[src/rtl/sw_debounce_enc.sv]
// ---------------------------------------------------------------------------
// sw_debounce_enc: two-flop sync + vector debounce of 16 slide switches, LSB-priority index encode. Rev 1.0
// ---------------------------------------------------------------------------
`default_nettype none

module sw_debounce_enc #(
  parameter int DEBOUNCE = 20
) (
  input  logic        clk_1k,
  input  logic        reset,
  input  logic [15:0] sw,
  output logic [15:0] stable_sw,
  output logic [3:0]  idx,
  output logic        valid,
  output logic        multi,
  output logic        change
);

  localparam logic [9:0] CNT_LAST = 10'(DEBOUNCE - 1);

  typedef enum logic [0:0] {
    STABLE = 1'b0,
    SETTLE = 1'b1
  } state_t;

  logic [15:0] s1, s2;
  logic [15:0] cand, cand_nxt;
  logic [9:0]  cnt, cnt_nxt;
  state_t      state, state_nxt;
  logic        commit;

  logic [3:0]  enc_idx;
  logic        enc_valid;
  logic        enc_multi;

  always_ff @(posedge clk_1k or negedge reset) begin
    if (!reset) begin
      s1 <= '0;
      s2 <= '0;
    end else begin
      s1 <= sw;
      s2 <= s1;
    end
  end

  always_ff @(posedge clk_1k or negedge reset) begin
    if (!reset) begin
      state <= STABLE;
      cand  <= '0;
      cnt   <= '0;
    end else begin
      state <= state_nxt;
      cand  <= cand_nxt;
      cnt   <= cnt_nxt;
    end
  end

  // Bounce-back to the committed value wins over a restart, which wins over commit.
  always_comb begin
    state_nxt = state;
    cand_nxt  = cand;
    cnt_nxt   = cnt;
    commit    = 1'b0;
    case (state)
      STABLE: begin
        if (s2 != stable_sw) begin
          cand_nxt  = s2;
          cnt_nxt   = '0;
          state_nxt = SETTLE;
        end
      end
      SETTLE: begin
        if (s2 == stable_sw) begin
          state_nxt = STABLE;
        end else if (s2 != cand) begin
          cand_nxt = s2;
          cnt_nxt  = '0;
        end else if (cnt == CNT_LAST) begin
          commit    = 1'b1;
          state_nxt = STABLE;
        end else begin
          cnt_nxt = cnt + 10'd1;
        end
      end
    endcase
  end

  // Scan downward so the lowest set bit is the last to write the index.
  always_comb begin
    enc_idx = '0;
    for (int n = 15; n >= 0; n--) begin
      if (cand[n]) enc_idx = 4'(n);
    end
  end

  assign enc_valid = |cand;
  assign enc_multi = |(cand & (cand - 16'd1));

  always_ff @(posedge clk_1k or negedge reset) begin
    if (!reset) begin
      stable_sw <= '0;
      idx       <= '0;
      valid     <= 1'b0;
      multi     <= 1'b0;
      change    <= 1'b0;
    end else begin
      change <= commit;
      if (commit) begin
        stable_sw <= cand;
        idx       <= enc_idx;
        valid     <= enc_valid;
        multi     <= enc_multi;
      end
    end
  end

endmodule

`default_nettype wire

[config.mk]
export PLATFORM = sky130hd
export DESIGN_NAME = sw_debounce_enc
export DESIGN_NICKNAME = d
export VERILOG_FILES = /design/src/rtl/sw_debounce_enc.sv
export SDC_FILE = /design/constraint.sdc
export NUM_CORES = 1
export LEC_CHECK = 0
export CAP_MARGIN = 25
export CORE_ASPECT_RATIO = 1.1
export CORE_MARGIN = 2
export CORE_UTILIZATION = 30
export DETAILED_ROUTE_END_ITERATION = 8
export GPL_TIMING_DRIVEN = 0
export PLACE_DENSITY = 0.48
export SETUP_SLACK_MARGIN = 0.15
export SYNTH_ARGS = -nofsm -noshare
export SYNTH_HDL_FRONTEND = slang
export SYNTH_SLANG_ARGS = --single-unit
[constraint.sdc]
create_clock -name clk_1k -period 6.2 [get_ports clk_1k]
set_clock_uncertainty 0.05 [all_clocks]
set_input_delay 1.24 -clock clk_1k [delete_from_list [all_inputs] [get_ports clk_1k]]
set_output_delay 1.24 -clock clk_1k [all_outputs]
set_load 0.02 [all_outputs]
==> qor.txt <==
Status - finished clean
Rel. slew slack - 0.6095
Min-delay worst type - flip-flop to flip-flop
Post-CTS setup buffer count - 0
Pwr dens - 259.5 nW/um2
Asr flop ratio synth - 1.000
Initial DRC count - 93
Synthesized Nets - 312
Slew @ Worst Pin - 0.5804 ns
RSZ-0062 raised after global routing - false
Req. time, crit path - 6.37 ns
CTS Hold Buffers Added - 0
# fillers - 1169
Die Wd - 108.3 um
Slew Viols, Final - 0
Critical Path Start Type - flip-flop
Max IR drop VDD - 94.81 uV
Most frequent cells in the layout - dfrtp_1 (82), clkdlybuf4s50_1 (39), mux2_2 (38), xnor2_1 (17), xor2_1 (15)
Syn Inst Count - 293
Core region area - 11590 um2
Final worst hold slack - 0.2940 ns
Period utilisation layout - 0.4663
Endpoints failing setup - 0
TritonCTS Buffers - 9
I/O Pins - 41
Synthesized area - 3588 um2
Avg Vias per Cell - 4.646
Number of cells upsized or downsized after cts - 0
Chip Height - 118.7 um
GP Congestion - 0.7410
Nets - 364
Setup TNS - 0 ns
Syn Area/Cell - 12.25 um2
Non-Filler Instances - 500
Top sig layer - met4
Initial antenna violation count - 0
Residual DRC count - 0
Worst skew pair latency - 0.34 ns
TritonCTS clock tree - built
CTS max path bufs - 2
Pre-antenna DRT Iters - 4
Root buffer cell - clkbuf_16
First-pass GRT wire length - 12460 um
Layout cell share with drive strength beyond 1 - 0.2000
Yosys warnings - 0
Synth cell types - 42
Length of routed met3 wiring - 205 um
Metal2 WL - 3603 um
Number of global-route vias before repair - 2414
Layout area overhead - 25.63%
Die ar. - 12850 um2
Hold depth - 0
Pin count of the biggest net entering global routing - 58
Yosys reg bits - 82
Fmax - 345.9 MHz
Num rows - 41
Metal-1 WL - 3498 um
Leak - 0.001832 uW
DP HPWL - 5334 um
Post-route ant nets - 0
IO Port Bufs - 40
Worst Reg2Reg Path Length in Cells - 10
Antenna diode count - 0
Commonest non-fill, non-tap cell in the layout - dfrtp_1
Total grt overflow - 0
Total of max-cap violations - 0
Routed WL per cell - 15.06 um
Post-synthesis sequential area ratio - 0.5718
Hold Fails Final Rpt - 0
Kind of critical path - flip-flop to flip-flop
Placed instance count - 484
Post-synth EDFFs - 0
Crit end category - flip-flop
H-tree depth - 3
DRT Wirelength - 7531 um
Final worst path period need - 2.891 ns
Crit Path Max Fanout - 10
Via count - 2323
CP Data Arrival Time - 3.06 ns
Top FF cell, synth - dfrtp_1
Starting density of the core - 0.3095
CTS sink cnt - 82
Clk slew on worst S/H paths - 0.06 ns
All-Layer GR Usage - 0.1288
==> synth_stat cells (2+ instances only) <==
library cell | number | area [um2]
xnor2_1 | 17 | 148.9
nor4_1 | 7 | 43.79
mux2_2 | 38 | 427.9
inv_1 | 11 | 41.29
nand2_1 | 9 | 33.78
nand4_1 | 5 | 31.28
buf_2 | 6 | 30.03
nor2_1 | 9 | 33.78
a211oi_1 | 3 | 22.52
mux2i_1 | 2 | 20.02
buf_6 | 2 | 22.52
buf_4 | 2 | 15.01
a21oi_1 | 13 | 65.06
dfrtp_1 | 82 | 2052
xor2_1 | 15 | 131.4
o21ai_0 | 12 | 60.06
clkbuf_1 | 9 | 33.78
nand2b_1 | 5 | 31.28
or4_1 | 8 | 60.06
nand3_1 | 4 | 20.02
nor3_1 | 10 | 50.05
or3_1 | 4 | 25.02
==> kinds of logic after synthesis <==
family	after synthesis	synth area share
DFF	82	0.5718
and+or+nand+nor	68	0.1070
muxes	40	0.1248
AOI/OAI and AO/OA	39	0.07357
xor gates and xnor gates	32	0.07810
buffers and inverters	31	0.04114
adders and majority gates	1	0.003486
==> flip-flops by register name, indices dropped and copies added (netlist names) <==
register	count
multi	1
s2	16
stable_sw	16
cnt	10
s1	16
cand	16
idx	4
valid	1
change	1
state	1
==> through the flow <==
stage	power (uW)	util	area, um2	worst slack, ns
floorplan	605.8	-	3588	3.890
global placement	639.0	0.3602	4177	0.8101
detailed placement	641.7	0.3624	4202	3.291
CTS	1191	0.3888	4508	3.259
global route	1222	0.3888	4508	3.062
finish	1170	0.3888	4508	3.309
==> worst max-delay path, stage by stage (launching register included) <==
cell	delay [ns]
dfrtp_1	0.32
clkbuf_1	0.38
xor2_1	0.16
nor4_1	0.43
nand4_1	0.23
or2_0	0.25
buf_2	0.17
nand2b_1	0.10
buf_4	0.17
buf_6	0.17
mux2_2	0.34
==> per-layer routing <==
layer	vias up	global-route usage
met5	-	0
li1	1133	-
met2	34	0.1989
met4	0	0.07452
met3	13	0.02923
met1	1143	0.1640
==> where the power goes <==
group	total [uW]	switching, uW	internal (uW)
registers	561	10.4	551
clock network	539	206	333
logic	68.8	37.5	31.3
==> layout make-up <==
type                            count  area [um2]  area share
Buffer                             20       106.4     0.02359
Timing Repair Buffer               41       425.4     0.09437
Sequential cell                    82        2052      0.4552
Tap cell                          150       187.7     0.04163
Multi-Input combinational cell    180        1389      0.3081
Clock inverter                      4       50.05     0.01110
Inverter                           11       41.29    0.009159
Clock buffer                       12       256.5     0.05690
==> final timing paths <==
kind / slack [ns] / endpoint / startpoint
min in group asynchronous: 0.77 / cnt[6]$_DFFE_PN0P_ / reset
worst max-delay path: 3.31 / cand[10]$_DFFE_PN0P_ / cand[12]$_DFFE_PN0P_
worst min-delay path: 0.29 / s2[9]$_DFF_PN0_ / s1[9]$_DFF_PN0_
max in group asynchronous: 4.74 / cand[12]$_DFFE_PN0P_ / reset
worst min register to register: 0.29 / s2[9]$_DFF_PN0_ / s1[9]$_DFF_PN0_
worst max register to register: 3.31 / cand[10]$_DFFE_PN0P_ / cand[12]$_DFFE_PN0P_
Note: power is estimated with default switching activity, not from simulation.
